## src/rtl/dec_2_bin_pkg.sv

```systemverilog
// Shared definitions for dec_2_bin: FSM states, 7-segment patterns, anode codes
// and the BCD-pair to binary helper.
package dec_2_bin_pkg;

   typedef enum logic [1:0] {
      WAIT_TENS  = 2'd0,
      WAIT_UNITS = 2'd1,
      SHOW       = 2'd2
   } state_t;

   localparam logic [6:0] SEG_BLANK   = 7'b1111111;
   localparam logic [3:0] ANODE_TENS  = 4'b1101;
   localparam logic [3:0] ANODE_UNITS = 4'b1110;
   localparam logic [3:0] BCD_MAX     = 4'd9;

   // Active-low cathodes ordered {a,b,c,d,e,f,g}
   function automatic logic [6:0] seg_pattern(input logic [3:0] bcd);
      logic [6:0] seg;
      case (bcd)
         4'd0:    seg = 7'b0000001;
         4'd1:    seg = 7'b1001111;
         4'd2:    seg = 7'b0010010;
         4'd3:    seg = 7'b0000110;
         4'd4:    seg = 7'b1001100;
         4'd5:    seg = 7'b0100100;
         4'd6:    seg = 7'b0100000;
         4'd7:    seg = 7'b0001111;
         4'd8:    seg = 7'b0000000;
         4'd9:    seg = 7'b0000100;
         default: seg = SEG_BLANK;
      endcase
      return seg;
   endfunction

   // tens*10 + units via shifts; 7 bits holds 99 without truncation
   function automatic logic [6:0] bcd_to_bin(input logic [3:0] tens, input logic [3:0] units);
      logic [6:0] t7;
      logic [6:0] u7;
      t7 = {3'b000, tens};
      u7 = {3'b000, units};
      return (t7 << 3'd3) + (t7 << 3'd1) + u7;
   endfunction

endpackage

```

## src/rtl/dec_2_bin_seg7_decode.sv

```systemverilog
// seg7_decode: maps one BCD digit plus a blank flag to active-low cathodes.
module seg7_decode
   import dec_2_bin_pkg::*;
(
   input  logic [3:0] bcd,
   input  logic       blank,
   output logic [6:0] segments
);

   // Uncaptured digits are shown dark
   always_comb begin
      if (blank) begin
         segments = SEG_BLANK;
      end else begin
         segments = seg_pattern(bcd);
      end
   end

endmodule

```

## src/rtl/dec_2_bin.sv

```systemverilog
// dec_2_bin: two-digit BCD entry via switches and a push-button, binary result
// and multiplexed 7-segment display. Optional debounce: DEC_2_BIN_DEBOUNCE_EN.
module dec_2_bin
   import dec_2_bin_pkg::*;
#(
   parameter int DEBOUNCE_BITS = 20,
   parameter int REFRESH_BIT   = 18
) (
   input  logic       clock_100Mhz,
   input  logic       reset_n,
   input  logic [3:0] switch,
   input  logic       enter_btn,
   output logic [6:0] binary_out,
   output logic       valid,
   output logic       error,
   output logic [3:0] Anode_Activate,
   output logic [6:0] LED_out
);

   localparam logic [19:0] REFRESH_ONE = 20'd1;

   logic        sync1_r, sync2_r;
   logic        level_s, level_prev_r, accept_s;
   state_t      state_r, next_state_s;
   logic        take_tens_s, take_units_s, reject_s;
   logic [3:0]  tens_r, units_r;
   logic        tens_ok_r, units_ok_r;
   logic [6:0]  binary_r;
   logic        valid_r, error_r;
   logic [19:0] refresh_r;
   logic        sel_units_s, blank_s;
   logic [3:0]  digit_s;

   // Two-flop synchronizer for the raw button
   always_ff @(posedge clock_100Mhz or negedge reset_n) begin
      if (!reset_n) begin
         sync1_r <= 1'b0;
         sync2_r <= 1'b0;
      end else begin
         sync1_r <= enter_btn;
         sync2_r <= sync1_r;
      end
   end

`ifdef DEC_2_BIN_DEBOUNCE_EN
   localparam logic [DEBOUNCE_BITS-1:0] DB_ONE  = {{(DEBOUNCE_BITS-1){1'b0}}, 1'b1};
   localparam logic [DEBOUNCE_BITS-1:0] DB_LAST = {{(DEBOUNCE_BITS-1){1'b1}}, 1'b0};

   logic [DEBOUNCE_BITS-1:0] db_cnt_r;
   logic                     db_level_r;

   // Level follows the input only after 2^N-1 consecutive differing cycles
   always_ff @(posedge clock_100Mhz or negedge reset_n) begin
      if (!reset_n) begin
         db_cnt_r   <= '0;
         db_level_r <= 1'b0;
      end else if (sync2_r != db_level_r) begin
         if (db_cnt_r == DB_LAST) begin
            db_level_r <= sync2_r;
            db_cnt_r   <= '0;
         end else begin
            db_cnt_r <= db_cnt_r + DB_ONE;
         end
      end else begin
         db_cnt_r <= '0;
      end
   end

   assign level_s = db_level_r;
`else
   assign level_s = sync2_r;
`endif

   // Rising edge of the conditioned level gives one accept per press
   always_ff @(posedge clock_100Mhz or negedge reset_n) begin
      if (!reset_n) begin
         level_prev_r <= 1'b0;
      end else begin
         level_prev_r <= level_s;
      end
   end

   assign accept_s = level_s & ~level_prev_r;

   // FSM state register
   always_ff @(posedge clock_100Mhz or negedge reset_n) begin
      if (!reset_n) begin
         state_r <= WAIT_TENS;
      end else begin
         state_r <= next_state_s;
      end
   end

   // Next state and capture strobes; non-BCD digits leave state untouched
   always_comb begin
      next_state_s = state_r;
      take_tens_s  = 1'b0;
      take_units_s = 1'b0;
      reject_s     = 1'b0;
      if (accept_s) begin
         if (switch > BCD_MAX) begin
            reject_s = 1'b1;
         end else begin
            case (state_r)
               WAIT_TENS: begin
                  take_tens_s  = 1'b1;
                  next_state_s = WAIT_UNITS;
               end
               WAIT_UNITS: begin
                  take_units_s = 1'b1;
                  next_state_s = SHOW;
               end
               SHOW: begin
                  take_tens_s  = 1'b1;
                  next_state_s = WAIT_UNITS;
               end
               default: begin
                  next_state_s = WAIT_TENS;
               end
            endcase
         end
      end else begin
         next_state_s = state_r;
      end
   end

   // Captured digits and registered outputs
   always_ff @(posedge clock_100Mhz or negedge reset_n) begin
      if (!reset_n) begin
         tens_r     <= 4'd0;
         units_r    <= 4'd0;
         tens_ok_r  <= 1'b0;
         units_ok_r <= 1'b0;
         binary_r   <= 7'd0;
         valid_r    <= 1'b0;
         error_r    <= 1'b0;
      end else begin
         if (reject_s) begin
            error_r <= 1'b1;
         end else if (take_tens_s || take_units_s) begin
            error_r <= 1'b0;
         end
         if (take_tens_s) begin
            tens_r     <= switch;
            tens_ok_r  <= 1'b1;
            units_ok_r <= 1'b0;
            valid_r    <= 1'b0;
         end
         if (take_units_s) begin
            units_r    <= switch;
            units_ok_r <= 1'b1;
            valid_r    <= 1'b1;
            binary_r   <= bcd_to_bin(tens_r, switch);
         end
      end
   end

   // Free-running display refresh counter
   always_ff @(posedge clock_100Mhz or negedge reset_n) begin
      if (!reset_n) begin
         refresh_r <= 20'd0;
      end else begin
         refresh_r <= refresh_r + REFRESH_ONE;
      end
   end

   assign sel_units_s = refresh_r[REFRESH_BIT];

   // Digit multiplexing
   always_comb begin
      if (sel_units_s) begin
         Anode_Activate = ANODE_UNITS;
         digit_s        = units_r;
         blank_s        = ~units_ok_r;
      end else begin
         Anode_Activate = ANODE_TENS;
         digit_s        = tens_r;
         blank_s        = ~tens_ok_r;
      end
   end

   seg7_decode u_seg7_decode (
      .bcd      (digit_s),
      .blank    (blank_s),
      .segments (LED_out)
   );

   assign binary_out = binary_r;
   assign valid      = valid_r;
   assign error      = error_r;

endmodule

```

## config.mk

```make
export PLATFORM = sky130hd
export DESIGN_NAME = dec_2_bin
export DESIGN_NICKNAME = d
export VERILOG_FILES = /design/src/rtl/dec_2_bin_pkg.sv /design/src/rtl/dec_2_bin_seg7_decode.sv /design/src/rtl/dec_2_bin.sv
export SDC_FILE = /design/constraint.sdc
export NUM_CORES = 1
export LEC_CHECK = 0
export ABC_AREA = 1
export CAP_MARGIN = 20
export CORE_ASPECT_RATIO = 0.9
export CORE_MARGIN = 1.5
export CORE_UTILIZATION = 59
export CTS_CLUSTER_SIZE = 30
export DETAILED_ROUTE_END_ITERATION = 10
export GPL_ROUTABILITY_DRIVEN = 0
export PLACE_DENSITY_LB_ADDON = 0.08
export SYNTH_ARGS = -nofsm -noshare
export SYNTH_HDL_FRONTEND = slang
export SYNTH_HIERARCHICAL = 1
export SYNTH_SLANG_ARGS = --single-unit
```

## constraint.sdc

```tcl
create_clock -name clock_100Mhz -period 4.5 [get_ports clock_100Mhz]
set_clock_uncertainty 0.2 [all_clocks]
set_input_delay 1.35 -clock clock_100Mhz [delete_from_list [all_inputs] [get_ports clock_100Mhz]]
set_output_delay 1.35 -clock clock_100Mhz [all_outputs]
set_load 0.05 [all_outputs]
```

==> results of run 1 <==
## metrics by stage
step,utilization [%],hold slack [ns],std cells
2_1_floorplan,-,0.131,266
5_1_grt,74.0,0.162,334
6_report,74.0,0.156,334
3_3_place_gp,70.6,0.133,326
3_5_place_dp,70.6,0.140,326
4_1_cts,74.0,0.158,334
## per-layer routing
layer	GRT usage (%)	up-vias
met3	5.48	7
met1	33.1	748
li1	-	873
met4	6.00	0
met5	0	-
met2	32.9	42
## path summary, 6_finish.rpt
| check | slack [ns] | startpoint | to |
|---|---|---|---|
| max in group asynchronous | 2.59 | reset_n | binary_out[1] |
| max | 0.33 | refresh_r[18] | LED_out[3] |
| min | 0.16 | sync1_r | level_s |
| max reg2reg | 2.30 | tens_r[0] | binary_out[6] |
| min in group asynchronous | 0.97 | reset_n | refresh_r[16] |
| min reg2reg | 0.16 | sync1_r | level_s |
## sequential cells by signal, summed over array words and instances, names as in the netlist, 2 cells and up
register    flops
binary_out      6
tens_r          4
units_r         4
state_r         2
refresh_r      19
## cell type report
cell class / count / area (sq um)
Sequential cell: 41 / 1030
Tap cell: 44 / 55.1
Clock buffer: 6 / 82.6
Timing Repair Buffer: 24 / 235
Clock inverter: 2 / 37.5
Multi-Input combinational cell: 184 / 1030
Fill cell: 274 / 911
Inverter: 33 / 124
## cell families (layout without fill, tap and decap cells)
kind of cell / Yosys count / after routing / synth area share (%)
buffers and inverters: 41 / 65 / 7.86
other: 1 / 2 / 0.168
AO/OA/AOI/OAI: 22 / 22 / 5.22
AND/OR/NAND/NOR: 131 / 131 / 26.2
XOR/XNOR: 14 / 14 / 5.50
flip-flops: 41 / 41 / 46.0
adder cells (fa/ha/maj): 15 / 15 / 9.09
## power by group
group          internal (uW)  leakage [uW]  switching, uW
logic                    248      0.000716            495
registers                437      0.000520           43.0
clock network            180     0.0000574            121
## worst max-delay path: stages, from the launching register on
cell,delay [ns]
dfrtp_1,0.49
o21ai_0,0.35
inv_1,0.16
ha_1,0.31
nand2_1,0.09
nand3_1,0.08
nand2_1,0.06
clkdlybuf4s50_1,0.79
## cell usage in the layout (no fill, tap or decap)
master	n
o21ai_1	12
buf_2	1
conb_1	2
dfrtp_1	41
o211ai_1	1
ha_1	13
nand2_2	3
nand3b_1	2
xor2_1	8
a21oi_1	3
nand2_1	78
xnor2_1	6
nand3_2	2
nor2_4	2
clkdlybuf4s50_1	23
o21ai_2	1
inv_2	4
or2_2	1
nand3_1	19
fa_1	2
nor2_2	5
inv_1	29
nor2_1	17
nand3b_2	1
nand4_1	1
bufinv_16	1
o21ai_0	5
clkbuf_8	6
clkinvlp_4	1
==> summary.md, run 1 <==
| Metric | Value |
|---|---|
| CTS tree | built |
| DR WL met2 | 1560 um |
| Crit path capture type | output pin |
| Setup TNS | 0 ns |
| CTS Hold Bufs | 0 |
| Area Overhead vs Synth | 16.3% |
| CP Max Fanout | 12 |
| Cts repair resizes | 0 |
| Max Cap Viol | 0 |
| Synth Flop Type | dfrtp_1 |
| Vias in the first global route | 1519 |
| Placed Instance Area | ~2500 sq um |
| Post-synthesis sequential area ratio | 46.0% |
| Sink Count | around 40 |
| Met1 WL | approximately 2000 um |
| Post-synth top cells | nand2_1, dfrtp_1, inv_1 |
| Setup WS post-layout | 0.333 ns |
| Cell with the most instances after synthesis | nand2_1 |
| Post-route ant nets | 0 |
| Minimum clock period | ~4.2 ns |
| Post-Synthesis Cells | between 200 and 300 |
| Pre-CTS WS | ~0.63 ns |
| Number of remaining DRC errors | 0 |
| WL final | ~3800 um |
| Global-route wire length before repair | between 6000 and 7000 um |
| Initial core utilization | between 60% and 70% |
| Diode count | 0 |
| Average size of a mapped cell | between 8 and 9 sq um |
| Clk Latency, worst-skew pair | 0.29 ns |
| Synthesized area | around 2200 sq um |
| Root Buffer Master | clkbuf_8 |
| Synth top area cells | dfrtp_1, nand2_1, ha_1, inv_1, nand3_1 |
| H-tree levels | 2 |
| Die W | slightly below 70 um |
| Max Slew Vio Count | 0 |
| GRT Residual Overflow | 0 |
| Post-route clock period utilization | 92.6% |
| Yosys reg bits | about 40 |
| Largest net degree at the start of global routing | 42 |
| Row Count | 20 |
| Longest Clk Path Bufs | 2 |
| Core region area | between 3000 and 4000 sq um |
| Final setup viols | 0 |
| Top layer in use | met4 |
| Post-synth cell types | 27 |
| Via count | 1670 |
| EDFF count, synth | 0 |
| Wire length on met3 | approximately 200 um |
| Crit path DAT | 2.62 ns |
| Drt initial violations | 130 |
| Achievable Freq | 0.240 GHz |
| Crit start category | flop |
| Worst Hold Class | flop to flop |
| Hold path depth | 0 |
| Initial antenna violation count | 0 |
| Post-synth ARST share | between 90% and 100% |
| Area share of the largest cell type after synthesis | 46.0% |
| CP Data Required Time | slightly below 3 ns |
| Status | complete, no violations |
| Fin nets | about 310 |
| Synthesis Warnings | 6 |
| Pwr Total | between 1500 and 2000 uW |
| CTS Buf Count | 5 |
| Hpwl dp | approximately 2800 um |
| R2R cell count | 8 |
| Cell leakage power | 0.00129 uW |
| PwrDens | between 500 and 600 nW/um^2 |
| Post-CTS setup repair buffer count | 0 |
| Pre-Repair DR Iteration Count | 4 |
| Gr usage total | roughly 22% |
| CP Class | flop to output pin |
| Share of post-route cells with drive strength above 1 | approximately a tenth |
| Avg WL per Cell | between 10 and 15 um |
| Worst Max-Slew Pin Slew | roughly 0.86 ns |
| Worst IR drop on VDD | between 0.4 and 0.5 mV |
| Slew headroom | a little over two fifths |
| Ports | 27 |
| Clock-pin slew on the worst setup and hold paths | about 0.070 ns |
| Hold Vio Cnt, Final | 0 |
| Post-Layout Inst Area | roughly 2600 sq um |
| RSZ-0062 raised after global routing | false |
| Die area | 4160 sq um |
| Number of I/O port buffers | 24 |
| Cell taking the most area after synthesis | dfrtp_1 |
| Die height | just over 60 um |
| DR vias/cell | approximately 5.0 |
Power figures use the tool's default switching activity.
==> inputs of run 2 (changes only) <==
--- a/config.mk
+++ b/config.mk
@@ -9,7 +9,8 @@
 export CAP_MARGIN = 20
 export CORE_ASPECT_RATIO = 0.9
 export CORE_MARGIN = 1.5
-export CORE_UTILIZATION = 59
+export CORE_UTILIZATION = 62
+export CTS_BUF_LIST = sky130_fd_sc_hd__clkbuf_8
 export CTS_CLUSTER_SIZE = 30
 export DETAILED_ROUTE_END_ITERATION = 10
 export GPL_ROUTABILITY_DRIVEN = 0
==> run 2 against run 1 <==
  * Sequential power hardly changed
  * Critical path type unchanged
  * Maximum frequency down 0.92%
  * Sequential share of layout area increased by 0.41 points
  * Largest cell class unchanged
==> summary.md, run 2 (synthesis results as in run 1) <==
| Metric | Value |
|---|---|
| Diode count | 0 (unchanged) |
| Max Cap Viol | 0 (unchanged) |
| Cts repair resizes | 0 (unchanged) |
| Most frequent CP cell | nand2_1 |
| Die area | 3970 sq um (-4.6%) |
| Crit start category | flop |
| Largest register FFs | 19 (unchanged) |
| Via count | 1664 (-0.36%) |
| Hold Vio Cnt, Final | 0 (unchanged) |
| Crit path DAT | 2.66 ns (+0.04 ns) |
| Status | complete, no violations |
| Worst Max-Slew Pin Slew | 0.866 ns (+0.00170 ns) |
| CP Max Fanout | 12 (unchanged) |
| Vias in the first global route | 1544 (+1.6%) |
| Clock-pin slew on the worst setup and hold paths | 0.09 ns (+0.02 ns) |
| Sink Count | 41 (unchanged) |
| Hpwl dp | 2960 um (+4.4%) |
| CTS Hold Bufs | 0 (unchanged) |
| Slew headroom | 42.3% (-0.11 points) |
| Slowest cell on crit path | clkdlybuf4s50_1 |
| Worst Hold Class | flop to flop |
| Initial core utilization | 65.5% (+1.9 points) |
| RSZ-0062 raised after global routing | false |
| Initial antenna violation count | 0 (unchanged) |
| Gate power share | 50.7% (+2.0 points) |
| Clock network power share | 16.6% (-3.1 points) |
| Minimum clock period | 4.21 ns (+0.0386 ns) |
| Post-route ant nets | 0 (unchanged) |
| Achievable Freq | 0.238 GHz (-0.92%) |
| CP Class | flop to output pin |
| Final setup viols | 0 (unchanged) |
| CTS Buf Count | 5 (unchanged) |
| Pre-CTS WS | 0.603 ns (-0.0289 ns) |
| Root Buffer Master | clkbuf_8 |
| CP Data Required Time | 2.95 ns (about the same) |
| Share of post-route cells with drive strength above 1 | 9.66% (unchanged) |
| Number of I/O port buffers | 24 (unchanged) |
| H-tree levels | 2 (unchanged) |
| Worst IR drop on VDD | 0.477 mV (+11%) |
| DR vias/cell | 4.98 (-0.36%) |
| Number of remaining DRC errors | 0 (unchanged) |
| Die W | 66.2 um (-2.3%) |
| Final hold slack | 0.169 ns (+0.0123 ns) |
| Post-Layout Inst Area | 2570 sq um (-1.0%) |
| Avg WL per Cell | 11.6 um (+2.8%) |
| Fin nets | 311 (unchanged) |
| WL final | 3890 um (+2.8%) |
| Max Slew Vio Count | 0 (unchanged) |
| Pre-Repair DR Iteration Count | 7 (+3) |
| Area Overhead vs Synth | 15.1% |
| Ports | 27 (unchanged) |
| Longest Clk Path Bufs | 2 (unchanged) |
| Post-CTS setup repair buffer count | 0 (unchanged) |
| Top reg by flops | refresh_r |
| P_sw | 674 uW (+2.4%) |
| Post-route clock period utilization | 93.5% (+0.86 points) |
| Drt initial violations | 105 (-19%) |
| GRT Residual Overflow | 0 (unchanged) |
| CP Cell Sequence | o21ai_0 > inv_1 > ha_1 > nand2_1 > nand3_1 > nand2_1 > clkdlybuf4s50_1 |
| Crit path largest cell delay | 0.79 ns (about the same) |
| Commonest non-fill, non-tap cells in the layout | nand2_1, dfrtp_1, inv_1 |
| Placed Instance Area | 2470 sq um (unchanged) |
| Crit path max-delay family | buffers and inverters |
| Internal | 798 uW (-7.9%) |
| Core region area | 3400 sq um (-2.9%) |
| Worst path bufs/invs | 2 (unchanged) |
| Crit path capture type | output pin |
| Gr usage total | 23.6% (+1.3 points) |
| Seq pwr share | 32.8% (+1.3 points) |
| Largest net degree at the start of global routing | 42 (unchanged) |
| CTS tree | built |
| Setup TNS | 0 ns (unchanged) |
| Most common cell after layout, fill and taps aside | nand2_1 |
| Row Count | 20 (unchanged) |
| Cell leakage power | 0.00128 uW (-0.98%) |
| PwrDens | 574 nW/um^2 (-2.4%) |
| Pwr Total | 1470 uW (-3.4%) |
| Setup WS post-layout | 0.294 ns (-0.0386 ns) |
| Die height | 59.9 um (-2.3%) |
| Global-route wire length before repair | 7000 um (+2.5%) |
| Net Sw Frac | 45.8% (+2.6 points) |
| Clk Latency, worst-skew pair | 0.29 ns (about the same) |
| Reg2Reg Setup Slack | 2.31 ns (about the same) |
[run 2: changes by cell type in the layout (fill, tap and decap cells not counted)]
cell       before  now
inv_6           0    1
clkbuf_8        6    5
bufinv_16       1    0
clkinv_4        0    1
[run 2: path summary, 6_finish.rpt]
path,cells after the start,start,to
min in group asynchronous,1,reset_n,units_r[0]
setup / recovery,7,refresh_r[18],LED_out[3]
max in group asynchronous,1,reset_n,refresh_r[13]
hold / removal,0,sync1_r,level_s
hold reg to reg,0,sync1_r,level_s
setup reg to reg,8,tens_r[0],binary_out[6]
[run 2: power groups by stage]
stage | Clock (uW) | Combinational [uW] | Sequential, uW
6_report | 244 | 746 | 482
5_1_grt | 271 | 817 | 493
4_1_cts | 252 | 751 | 482
3_5_place_dp | 0 | 747 | 488
3_3_place_gp | 0 | 736 | 488
2_1_floorplan | 0 | 431 | 595
[run 2: routing by layer]
| metal | wire [um] | track usage, % | vias to the layer above | part of all wire [%] |
|---|---|---|---|---|
| met5 | 0 | 0 | - | 0 |
| met1 | 1960 | 33.5 | 756 | 50 |
| li1 | - | - | 864 | - |
| met4 | 19 | 5.25 | 0 | 0.49 |
| met3 | 205 | 6.21 | 2 | 5.3 |
| met2 | 1710 | 36.6 | 42 | 44 |
[run 2: area by class of cell]
class / count / area (sq um)
clock buffers: 5 / 68.8
clock inverters: 3 / 25.0
fillers: 274 / 837
inverters: 33 / 124
multi-input cells: 184 / 1030
flip-flops and latches: 41 / 1030
well taps: 44 / 55.1
repair buffers: 24 / 235
[run 2: metrics by stage]
| step | util (%) | std cells |
|---|---|---|
| final | 75.4 | 334 |
| after global routing | 75.4 | 334 |
| after CTS | 75.4 | 334 |
| after detailed placement | 72.6 | 326 |
| after global placement | 72.6 | 326 |
| after floorplan | - | 266 |
==> inputs of run 3 (changes only) <==
--- a/config.mk
+++ b/config.mk
@@ -14,7 +14,8 @@
 export CTS_CLUSTER_SIZE = 30
 export DETAILED_ROUTE_END_ITERATION = 10
 export GPL_ROUTABILITY_DRIVEN = 0
-export PLACE_DENSITY_LB_ADDON = 0.08
+export MAX_ROUTING_LAYER = met4
+export PLACE_DENSITY = 0.92
 export SYNTH_ARGS = -nofsm -noshare
 export SYNTH_HDL_FRONTEND = slang
 export SYNTH_HIERARCHICAL = 1
==> run 3 against run 2 <==
  * Worst setup slack better by 0.0085 ns
  * Critical path depth did not move
  * Combinational power is 2% higher
  * Via count grew 3.7%
  * Core utilization grew 0.66 points
  * Critical path type unchanged
  * Largest cell class unchanged
  * Largest power group unchanged
==> summary.md, run 3 (synthesis results as in run 1) <==
| Metric | Value |
|---|---|
| Die height | 59.9 um (unchanged) |
| Initial antenna violation count | 0 (unchanged) |
| Setup WS post-layout | 0.303 ns (+0.00849 ns) |
| GRT Residual Overflow | 0 (unchanged) |
| Die area | 3970 sq um (unchanged) |
| Sink Count | 41 (unchanged) |
| Avg WL per Cell | 12.1 um (+4.2%) |
| Post-CTS setup repair buffer count | 0 (unchanged) |
| Number of remaining DRC errors | 0 (unchanged) |
| GR Util met3 | 5.27% (-0.94 points) |
| Vias in the first global route | 1596 (+3.4%) |
| Top Usage Layer GRT | met2 |
| Worst R2R End | binary_out[6] |
| Most common cell after layout, fill and taps aside | nand2_1 |
| Reg2Reg Setup Slack | 2.23 ns (-0.08 ns) |
| HP Start | sync1_r |
| Final setup viols | 0 (unchanged) |
| Top reg by flops | refresh_r |
| Worst IR drop on VDD | 0.466 mV (-2.3%) |
| Cell leakage power | 0.00130 uW (+1.4%) |
| Longest Clk Path Bufs | 2 (unchanged) |
| CP Cell Sequence | o21ai_0 > inv_1 > ha_1 > nand2_1 > nand3_1 > nand2_1 > clkdlybuf4s50_1 |
| Register area | 1030 sq um (unchanged) |
| CP Launch Point | refresh_r[18] |
| Pre-Repair DR Iteration Count | 5 (-2) |
| Share of post-route cells with drive strength above 1 | 9.31% (-0.34 points) |
| Max Cap Viol | 0 (unchanged) |
| Root Buffer Master | clkbuf_8 |
| Slowest cell on crit path | clkdlybuf4s50_1 |
| CP Data Required Time | 2.95 ns (about the same) |
| Crit path capture type | output pin |
| Crit path to | LED_out[3] |
| Placed insts | 326 (unchanged) |
| Post-Layout Cell Count | 334 (unchanged) |
| Die W | 66.2 um (unchanged) |
| Hpwl dp | 3010 um (+1.4%) |
| RSZ-0062 raised after global routing | false |
| Largest register FFs | 19 (unchanged) |
| DR vias/cell | 5.17 (+3.7%) |
| Fin nets | 311 (unchanged) |
| Row Count | 20 (unchanged) |
| Minimum clock period | 4.20 ns (-0.00849 ns) |
| Crit path DAT | 2.65 ns (about the same) |
| Pre-CTS WS | 0.623 ns (+0.0193 ns) |
| Number of I/O port buffers | 24 (unchanged) |
| Cts repair resizes | 0 (unchanged) |
| Commonest non-fill, non-tap cells in the layout | nand2_1, dfrtp_1, inv_1 |
| Clk Latency, worst-skew pair | 0.29 ns (about the same) |
| Fill cells | 239 (-13%) |
| Final hold slack | 0.160 ns (-0.00814 ns) |
| Setup TNS | 0 ns (unchanged) |
| Crit Reg-Reg Startpoint | tens_r[0] |
| Post-route clock period utilization | 93.3% (-0.19 points) |
| Area of the multi-input gates | 1030 sq um (unchanged) |
| Crit start category | flop |
| Clock-pin slew on the worst setup and hold paths | 0.08 ns (about the same) |
| Largest net degree at the start of global routing | 42 (unchanged) |
| CP Class | flop to output pin |
| H-tree levels | 2 (unchanged) |
| Diode count | 0 (unchanged) |
| Status | complete, no violations |
| Achievable Freq | 0.238 GHz (+0.20%) |
| CP Max Fanout | 12 (unchanged) |
| Core region area | 3400 sq um (unchanged) |
| Max Slew Vio Count | 0 (unchanged) |
| CTS Buf Count | 5 (unchanged) |
| CTS tree | built |
| Via count | 1726 (+3.7%) |
| Ports | 27 (unchanged) |
| Gr usage total | 24.6% (+1.1 points) |
| Layout Utilization | 76.1% (+0.66 points) |
| Slew headroom | 41.7% (-0.57 points) |
| Worst Max-Slew Pin Slew | 0.874 ns (+0.00851 ns) |
| Drt initial violations | 65 (-38%) |
| Met2 Use GR | 37.3% (+0.71 points) |
| Area Overhead vs Synth | 16.1% |
| Post-route ant nets | 0 (unchanged) |
| Initial core utilization | 65.5% (unchanged) |
| Most frequent CP cell | nand2_1 |
| PwrDens | 597 nW/um^2 (+4.1%) |
| Global-route wire length before repair | 7110 um (+1.5%) |
| WL final | 4050 um (+4.2%) |
| Worst Hold Class | flop to flop |
| Crit path largest cell delay | 0.79 ns (about the same) |
| R2R cell count | 8 (unchanged) |
| Met1 Track Usage GR | 32.8% (-0.71 points) |
| CTS Hold Bufs | 0 (unchanged) |
| Hold Vio Cnt, Final | 0 (unchanged) |
run 3: worst min path at each step:
stage | endpoint | slack [ns] | cells past startpoint
floorplan | level_s | 0.13 | 0
global placement | level_s | 0.13 | 0
detailed placement | level_s | 0.15 | 0
CTS | level_s | 0.17 | 0
global route | level_s | 0.18 | 0
finish | level_s | 0.16 | 0
run 3: area by class of cell:
class                           count  share of cell area (%)
Inverter                           33                    4.78
Sequential cell                    41                    39.6
Clock inverter                      2                    1.30
Timing Repair Buffer               24                    9.09
Multi-Input combinational cell    184                    39.9
Tap cell                           44                    2.13
Clock buffer                        6                    3.19
run 3: power by group:
group / total [uW] / leakage [uW] / switching [uW] / internal [uW]
registers: 485 / 0.000520 / 47.7 / 438
logic: 763 / 0.000716 / 511 / 252
clock network: 298 / 0.0000626 / 120 / 178
total: 1550 / 0.00130 / 678 / 868
run 3: per-stage QoR:
| stage | cell area [sq um] | power [uW] |
|---|---|---|
| 6_report | 2590 | 1550 |
| 5_1_grt | 2590 | 1630 |
| 4_1_cts | 2590 | 1550 |
| 2_1_floorplan | 2230 | 1030 |
| 3_5_place_dp | 2470 | 1250 |
| 3_3_place_gp | 2470 | 1220 |
run 3: worst max-delay path, delay by kind of cell, from the launching register on:
kind | cells | cell delay [ns]
fa+ha+maj | 1 | 0.32
buf+inv | 2 | 0.95
compound gates | 1 | 0.35
flops | 1 | 0.49
simple gates | 3 | 0.23
run 3: layer usage:
layer / wire, um / share of wire [%] / vias to the layer above
met5: 0 / 0 / -
met1: 1910 / 47 / 794
met4: 85 / 2.1 / 0
li1: - / - / 864
met3: 217 / 5.4 / 9
met2: 1840 / 45 / 59
